## config.mk

```make
export PLATFORM = sky130hd
export DESIGN_NAME = ccg_en_ctrl
export DESIGN_NICKNAME = d
export VERILOG_FILES = /design/src/rtl/ccg_en_ctrl.sv
export SDC_FILE = /design/constraint.sdc
export NUM_CORES = 1
export LEC_CHECK = 0
export CAP_MARGIN = 15
export CORE_UTILIZATION = 45
export DETAILED_ROUTE_END_ITERATION = 7
export PLACE_DENSITY = 0.76
export RECOVER_POWER = 25
export SYNTH_ARGS = -nofsm -noshare
export SYNTH_HDL_FRONTEND = slang
export SYNTH_SLANG_ARGS = --single-unit
```

## constraint.sdc

```tcl
create_clock -name clk -period 2.45 [get_ports clk]
set_input_delay 0.245 -clock clk [delete_from_list [all_inputs] [get_ports clk]]
set_output_delay 0.245 -clock clk [all_outputs]
set_load 0.02 [all_outputs]
```

## src/rtl/ccg_en_ctrl.sv

```systemverilog
// Enable controller for one clock-gate cell: wakes the gated clock on request,
// acknowledges once it is stable, and gates it after an idle window.
module ccg_en_ctrl #(
  parameter int NUM_REQ  = 4,
  parameter int IDLE_CYC = 8,
  parameter int WAKE_CYC = 2,
  parameter int GCNT_W   = 16
) (
  input  logic               clk,
  input  logic               rst_n,
  input  logic [NUM_REQ-1:0] act_req,
  input  logic               busy,
  input  logic               force_on,
  output logic [NUM_REQ-1:0] act_ack,
  output logic               ccg_en,
  output logic               ccg_hyst,
  output logic               ccg_force_en,
  output logic [1:0]         state,
  output logic [GCNT_W-1:0]  gate_cnt
);

  localparam int MAX_CYC = (IDLE_CYC > WAKE_CYC) ? IDLE_CYC : WAKE_CYC;
  localparam int CNT_W   = $clog2(MAX_CYC + 1);
  localparam logic [CNT_W-1:0] WAKE_LD = CNT_W'(WAKE_CYC - 1);
  localparam logic [CNT_W-1:0] IDLE_LD = CNT_W'(IDLE_CYC - 1);

  typedef enum logic [1:0] {
    S_OFF  = 2'd0,
    S_WAKE = 2'd1,
    S_ON   = 2'd2,
    S_IDLE = 2'd3
  } state_t;

  state_t              state_q, state_d;
  logic [CNT_W-1:0]    cnt_q, cnt_d;
  logic [GCNT_W-1:0]   gate_cnt_q, gate_cnt_d;
  logic                force_en_q, force_en_d;
  logic                activity;

  assign activity = (|act_req) | busy | force_on;

  always_comb begin
    state_d    = state_q;
    cnt_d      = cnt_q;
    gate_cnt_d = gate_cnt_q;
    force_en_d = force_on;
    case (state_q)
      S_OFF: begin
        if (activity) begin
          state_d = S_WAKE;
          cnt_d   = WAKE_LD;
        end
      end
      // Wake always runs to completion so the CCG's registered enable settles.
      S_WAKE: begin
        if (cnt_q == '0) state_d = S_ON;
        else             cnt_d   = cnt_q - CNT_W'(1);
      end
      S_ON: begin
        if (!activity) begin
          state_d = S_IDLE;
          cnt_d   = IDLE_LD;
        end
      end
      // Activity beats expiry: the clock is still running, so go straight back to ON.
      S_IDLE: begin
        if (activity) begin
          state_d = S_ON;
        end else if (cnt_q == '0) begin
          state_d = S_OFF;
          if (gate_cnt_q != '1) gate_cnt_d = gate_cnt_q + GCNT_W'(1);
        end else begin
          cnt_d = cnt_q - CNT_W'(1);
        end
      end
      default: state_d = S_OFF;
    endcase
  end

  always_ff @(posedge clk or negedge rst_n) begin
    if (!rst_n) begin
      state_q    <= S_OFF;
      cnt_q      <= '0;
      gate_cnt_q <= '0;
      force_en_q <= 1'b0;
    end else begin
      state_q    <= state_d;
      cnt_q      <= cnt_d;
      gate_cnt_q <= gate_cnt_d;
      force_en_q <= force_en_d;
    end
  end

  // All CCG controls decode from flops only, keeping input glitches off the gate.
  assign ccg_en       = (state_q != S_OFF);
  assign ccg_hyst     = (state_q == S_ON);
  assign ccg_force_en = force_en_q;
  assign act_ack      = act_req & {NUM_REQ{state_q == S_ON}};
  assign state        = state_q;
  assign gate_cnt     = gate_cnt_q;

endmodule

```

# After elaboration in Yosys (flattened, before gate mapping)
# Cells that the tools add are included.
# Widths: inputs -> output; s select.
# word_totals
regBits,23
inputBits,8
out_inout_bits,25
elab_cells,37
# classes
add_sub_neg,2
eq_ne,9
muxes,11
bitwise_logic,4
n_reduce_logical,7
# op_table
op,n
$add 16x1->16 const B,1
$mux 4,4
$ne 16x16->1 const B,1
$pmux 4 s4,1
$mux 2,5
$ne 2x2->1 const B,4
$pmux 2 s4,1
$reduce_and 4->1,2
$and 4x4->4,1
$eq 2x2->1 const B,2
$logic_not 4->1,1
$reduce_or 4->1,1
$sub 4x1->4 const B,1
$ne 3x3->1 const B,1
$reduce_and 3->1,1
$eq 2x1->1 const B,1
$logic_not 2->1,1
$or 1x1->1,2
$reduce_bool 2->1,1
$not 1->1,1

# Logic depth before layout (Yosys ltp)
# Gate-level depths: netlist of run 1.
# logic_depth
depth_word,5
ltp_mapped,6
mapped_depth_nobuf,6

# Worst setup path before layout of run 1
# Ideal clock, no wire load.
# synth_path
path_kind,reg-to-reg
startpoint,reg state_q[1] (netlist: state[1])
endpoint,reg cnt_q[0]
setup_ps,125
arrival_ps,1785
required_ps,2325
setup_slack_ps,540
path_stages_with_launch,6
n_path_buf,1
period_less_slack_ps,1910
path_cell_list,dfrtp_1 buf_4 or2_2 or3_4 nand3b_4 mux2_4
# synth_via
elab_chain_len,3
elab_cells_between_ends,9
classes_between,eq/ne: 6; mux: 1; reduce/logical: 2
# synth_lines
element,line,text
"start, declared",34,"state_t state_q, state_d;"
"start signal, assigned",87,state_q <= state_d;
$eq 2x2->1 / $logic_not 2->1 (equally long branches),47,case (state_q)
$ne 2x2->1 (no line),-,
$reduce_and 3->1 (no line),-,
"end signal, assigned",88,cnt_q <= cnt_d;
"end, declared",35,"logic [CNT_W-1:0] cnt_q, cnt_d;"
# Parallel ways exist; a longest one is shown, timed or not.
# A chain may end at the register's enable or synchronous reset.

# Final worst setup path of run 1
# layout_path
startpoint,reg state_q[1] (netlist: state[1])
endpoint,out act_ack[0]
# layout_via
elab_chain_len,2
# layout_lines
element,line,text
$eq 2x2->1,98,assign act_ack = act_req & {NUM_REQ{state_q == S_ON}};
$and 4x4->4,98,
"end, declared",14,"output logic [NUM_REQ-1:0] act_ack,"
# Every way passes these cells.

==> results of run 1 <==
per-layer routing:
layer / share of wire [%] / GRT usage, %
met3: 3.4 / 3.55
met4: 0 / 5.00
met2: 50 / 31.7
met5: 0 / 0
met1: 47 / 26.5
power groups by stage:
stage	Clock (uW)	Sequential [uW]	Combinational, uW
2_1_floorplan	0	422	70.2
3_3_place_gp	0	426	113
3_5_place_dp	0	428	119
4_1_cts	191	420	119
5_1_grt	206	424	127
6_report	186	420	115
stage by stage:
stage                     hold WS (ps)  power (uW)  instances  worst slack [ps]  util, %
after floorplan                  -50.6         492        117               540        -
after global placement             490         538        178               227     63.2
after detailed placement           485         546        178               189     63.2
after CTS                          254         730        182               141     64.4
after global routing               525         757        182              37.1     64.2
final                              507         720        182               130     64.2
cell type report:
class	instances	share of cell area, %
Clock inverter	1	0.455
Clock buffer	3	1.37
Sequential cell	23	34.9
Tap cell	30	2.28
Multi-Input combinational cell	84	39.3
Timing Repair Buffer	34	20.1
Inverter	7	1.59
how the worst max path moves through the flow:
stage / from / to / slack (ps) / cells after the start
2_1_floorplan: state[1] / cnt_q[0] / 540 / 5
5_1_grt: state[1] / act_ack[0] / 40 / 3
3_5_place_dp: act_req[1] / gate_cnt[14] / 190 / 5
6_report: state[1] / act_ack[0] / 130 / 3
3_3_place_gp: act_req[0] / gate_cnt[14] / 230 / 5
4_1_cts: state[1] / act_ack[0] / 140 / 3
cell usage in the layout, fill, tap and decap left out, types with 3 or more instances in the layout:
master and instances:
clkdlybuf4s50_1 30, dfrtp_1 23, xor2_1 11, nor4_1 8, inv_1 7, nand2_1 7
nor3_1 5, nand4_1 4, nand3_1 4, o21ai_0 4, and2_1 3, nor3b_1 3
mux2_2 3, clkbuf_4 3
state kept, by name, indices dropped and copies added, names as in the netlist:
name / count
cnt_q: 4
state: 2
ccg_force_en: 1
gate_cnt: 16
cell families (layout without fill, tap and decap cells):
family | after synthesis | after routing | synth area share [%]
DFF | 23 | 23 | 45.4
buffers and inverters | 10 | 45 | 3.46
AOI/OAI and AO/OA | 11 | 11 | 5.92
and+or+nand+nor | 52 | 52 | 28.8
muxes | 6 | 6 | 5.43
adders and majority gates | 2 | 2 | 1.97
xor gates and xnor gates | 13 | 13 | 8.98
==> summary.md, run 1 <==
| Metric | Value |
|---|---|
| Area leader, netlist | `dfrtp_1` |
| EDFF count, synth | `0` |
| CTS hold repair buffers | `0` |
| P&R area growth vs syn | `30.1%` |
| Routed vias/inst | `5.45` |
| Total core area | `2570 sq um` |
| R2r endpoint | `gate_cnt[14]` |
| CP max-delay cell | `clkdlybuf4s50_1` |
| # diodes | `0` |
| FF+latch count, synth | `23` |
| Initial core utilization | `49.4%` |
| Vias in the first global route | `951` |
| WHS Path Cells | `1` |
| Switching share of power | `27.6%` |
| Net count reported at finish | `163` |
| Clk pwr share | `25.8%` |
| Hold path startpoint | `gate_cnt[7]` |
| Max-slew violation count | `0` |
| Count leader, synth | `dfrtp_1` |
| Commonest cells in the netlist | `dfrtp_1, xor2_1, nor4_1, inv_1, nand2_1` |
| Clock Path Buffers | `2` |
| Hold EP | `gate_cnt[7]` |
| Num ports | `33` |
| Synth top area cells | `dfrtp_1, xor2_1, nor4_1` |
| FF+latch area | `576 sq um` |
| Die width | `55.1 um` |
| Ys async rst share | `100%` |
| VDD IR max | `0.309 mV` |
| Share of cells above drive strength 1 | `13.8%` |
| Share of power burned in registers | `58.3%` |
| Setup tns final | `0 ps` |
| Cell Pwr Density | `437 nW/um^2` |
| Worst skew pair latency | `320 ps` |
| Die area | `3030 sq um` |
| Psw | `199 uW` |
| Setup crit end kind | `primary output` |
| Worst-path fanout max | `10` |
| Worst path buffer plus inverter count | `1` |
| Final period utilization | `94.7%` |
| Leakage | `0.000737 uW` |
| WL/cell | `14.2 um` |
| Post-CTS resize count | `0` |
| Num CTS Buffers | `3` |
| Critical path cell sequence | `nor2b_1, and2_2, clkdlybuf4s50_1` |
| Total gr overflow | `0` |
| Via count | `991` |
| Largest net degree at the start of global routing | `24` |
| Final Hold Viols | `0` |
| Design area | `1650 sq um` |
| Sequential share of the synthesized area | `45.4%` |
| R2R cell count | `6` |
| GPL Wtd Cong | `0.715` |
| Synthesized area per cell | `10.8 sq um` |
| Setup slack, reg-to-reg | `350 ps` |
| Post-route DRC | `0` |
| Clk pin slew, worst setup/hold paths | `140 ps` |
| Buffers on Ports | `32` |
| Layout fillers | `209` |
| Critical Path AT | `2070 ps` |
| CP required | `2200 ps` |
| FMAX | `0.431 GHz` |
| Root Buffer | `clkbuf_4` |
| Final worst path period need | `2320 ps` |
| First-pass iteration count of the detailed router | `4` |
| Core Rows | `18` |
| Internal power | `522 uW` |
| Combinational share of power | `15.9%` |
| Synth warnings | `0` |
| Crit-path leading delay family | `simple AND/OR/NAND/NOR gates` |
| Status | `finished clean` |
| Final setup fails | `0` |
| Setup Skew | `7.53 ps` |
| Mapped Nets | `127` |
| First-pass GRT wire length | `4.19 mm` |
| Antenna violations before repair | `0` |
| Postcts setup bufs | `0` |
| RSZ-0062 raised after global routing | `no` |
| Die height | `55.1 um` |
| Post-detail-place hpwl | `1.92 mm` |
| Synthesized cell area | `1270 sq um` |
| Routed wire length | `2.58 mm` |
| Crit-path max cell delay | `600 ps` |
| 1st-iter DRT viols | `13` |
| Slew HR | `19.0%` |
| Top_reg_cell synth | `dfrtp_1` |
| Post-route antenna net violation count | `0` |
| Worst Hold Class | `reg -> reg` |
| Synth unique cells | `38` |
| Crit start category | `register` |
| Gr usage total | `19.4%` |
| Mapped Cells | `117` |
| Max Cap Violations | `0` |
| Placed Area | `1620 sq um` |
| CTS tree | `yes` |
| CTS sink count | `23` |
| Worst Tran Pin Value | `1220 ps` |
| H-Tree Depth | `1` |
| Worst R2R Start | `cnt_q[0]` |
| Multi-input gate area in the final layout | `648 sq um` |
| Share of the synthesized area in the top cell type | `45.4%` |
| Crit path kind | `reg -> out` |
Power figures use the tool's default switching activity.
==> inputs of run 2 (changes only) <==
--- a/config.mk
+++ b/config.mk
@@ -8,6 +8,7 @@
 export CAP_MARGIN = 15
 export CORE_UTILIZATION = 45
 export DETAILED_ROUTE_END_ITERATION = 7
+export MAX_ROUTING_LAYER = met4
 export PLACE_DENSITY = 0.76
 export RECOVER_POWER = 25
 export SYNTH_ARGS = -nofsm -noshare
==> summary.md, run 2 (synthesis results as in run 1) <==
| Metric | Value |
|---|---|
| Most frequent cells in the layout | `clkdlybuf4s50_1, dfrtp_1, xor2_1` |
| Antenna violations before repair | `0 (unchanged)` |
| CTS hold repair buffers | `0 (unchanged)` |
| Die width | `55.1 um (unchanged)` |
| WL/cell | `14.0 um (-0.97%)` |
| R2r endpoint | `gate_cnt[14]` |
| Clk pin slew, worst setup/hold paths | `140 ps (about the same)` |
| Num ports | `33 (unchanged)` |
| CTS tree | `yes` |
| Post-detail-place hpwl | `1.92 mm (unchanged)` |
| Worst path buffer plus inverter count | `1 (unchanged)` |
| Core Rows | `18 (unchanged)` |
| Max Cap Violations | `0 (unchanged)` |
| Worst-path fanout max | `10 (unchanged)` |
| Largest net degree at the start of global routing | `24 (unchanged)` |
| Worst Tran Pin Value | `1220 ps (+2.81 ps)` |
| H-Tree Depth | `1 (unchanged)` |
| Post-route antenna net violation count | `0 (unchanged)` |
| Final setup fails | `0 (unchanged)` |
| Post-route DRC | `0 (unchanged)` |
| Die area | `3030 sq um (unchanged)` |
| Routed vias/inst | `5.48 (+0.61%)` |
| Slew HR | `18.8% (-0.19 points)` |
| RSZ-0062 raised after global routing | `no` |
| Hold EP | `gate_cnt[7]` |
| FMAX | `0.432 GHz (+0.20%)` |
| Critical path cell sequence | `nor2b_1, and2_2, clkdlybuf4s50_1` |
| Gr usage total | `20.0% (+0.55 points)` |
| Final Hold Viols | `0 (unchanged)` |
| Critical Path AT | `2070 ps (about the same)` |
| Root Buffer | `clkbuf_4` |
| Met1 Use GR | `26.7% (+0.17 points)` |
| Commonest non-fill, non-tap cell in the layout | `clkdlybuf4s50_1` |
| 1st-iter DRT viols | `12 (-1)` |
| CP max-delay cell | `clkdlybuf4s50_1` |
| CP required | `2200 ps (about the same)` |
| Non-Filler Instances | `182 (unchanged)` |
| Hold path startpoint | `gate_cnt[7]` |
| Crit start category | `register` |
| Setup slack, reg-to-reg | `350 ps (about the same)` |
| Max reg flops | `16 (unchanged)` |
| Buffers on Ports | `32 (unchanged)` |
| Routing usage on met2 | `31.7% (unchanged)` |
| Leakage | `0.000737 uW (unchanged)` |
| Met3 Usage GRT | `3.28% (-0.27 points)` |
| Share of cells above drive strength 1 | `13.8% (unchanged)` |
| Crit-path max cell delay | `600 ps (about the same)` |
| Global route hottest layer | `met2` |
| Total gr overflow | `0 (unchanged)` |
| Worst R2R Start | `cnt_q[0]` |
| Clock Path Buffers | `2 (unchanged)` |
| R2R cell count | `6 (unchanged)` |
| P&R area growth vs syn | `30.1% (unchanged)` |
| Initial core utilization | `49.4% (unchanged)` |
| Die height | `55.1 um (unchanged)` |
| Min Hold Slack | `507 ps (+0.253 ps)` |
| Setup Skew | `6.61 ps (-0.919 ps)` |
| First-pass GRT wire length | `4.19 mm (unchanged)` |
| Final worst path period need | `2320 ps (-4.58 ps)` |
| Setup tns final | `0 ps (unchanged)` |
| GPL Wtd Cong | `0.723 (+1.1%)` |
| Cell Pwr Density | `436 nW/um^2 (-0.13%)` |
| First-pass iteration count of the detailed router | `4 (unchanged)` |
| CTS sink count | `23 (unchanged)` |
| Max-slew violation count | `0 (unchanged)` |
| Via count | `997 (+0.61%)` |
| Postcts setup bufs | `0 (unchanged)` |
| # diodes | `0 (unchanged)` |
| Num CTS Buffers | `3 (unchanged)` |
| Crit-path leading delay family | `simple AND/OR/NAND/NOR gates` |
| WHS Path Cells | `1 (unchanged)` |
| VDD IR max | `0.308 mV (-0.19%)` |
| Status | `finished clean` |
| Layout fillers | `209 (unchanged)` |
| Placed Cells | `178 (unchanged)` |
| Setup crit end kind | `primary output` |
| Final period utilization | `94.5% (-0.19 points)` |
| Net count reported at finish | `163 (unchanged)` |
| Worst Hold Class | `reg -> reg` |
| Crit path kind | `reg -> out` |
| Total core area | `2570 sq um (unchanged)` |
| Vias in the first global route | `952 (+0.11%)` |
| Routed wire length | `2.55 mm (-0.97%)` |
| Post-CTS resize count | `0 (unchanged)` |
| Worst skew pair latency | `320 ps (about the same)` |
run 2: worst max path at each step:
stage / startpoint / endpoint / slack [ps] / depth (start not counted)
final: state[1] / act_ack[0] / 130 / 3
after global routing: state[1] / act_ack[0] / 40 / 3
after CTS: state[1] / act_ack[0] / 140 / 3
after detailed placement: act_req[1] / gate_cnt[14] / 190 / 5
after global placement: act_req[0] / gate_cnt[14] / 230 / 5
after floorplan: state[1] / cnt_q[0] / 540 / 5
run 2: per-layer routing:
metal / wire length [um] / share of wire [%]
met5: 0 / 0
met4: 6 / 0.23
met3: 61 / 2.4
met2: 1270 / 50
met1: 1220 / 48
run 2: metrics by stage:
stage | cell area (sq um) | utilization (%) | power [uW] | worst slack [ps]
after floorplan | 1270 | - | 492 | 540
after global placement | 1620 | 63.2 | 538 | 227
after detailed placement | 1620 | 63.2 | 546 | 189
after CTS | 1650 | 64.4 | 730 | 141
after global routing | 1650 | 64.2 | 757 | 37.1
final | 1650 | 64.2 | 720 | 135
run 2: area by class of cell:
| class | count | area, sq um | share of cell area, % |
|---|---|---|---|
| Clock inverter | 1 | 7.51 | 0.455 |
| Timing Repair Buffer | 34 | 332 | 20.1 |
| Sequential cell | 23 | 576 | 34.9 |
| Inverter | 7 | 26.3 | 1.59 |
| Clock buffer | 3 | 22.5 | 1.37 |
| Tap cell | 30 | 37.5 | 2.28 |
| Multi-Input combinational cell | 84 | 648 | 39.3 |
run 2: power breakdown:
part / leakage, uW / internal [uW] / switching [uW]
registers: 0.000296 / 400 / 20.1
clock network: 0.0000139 / 62.3 / 122
logic: 0.000428 / 59.5 / 55.5
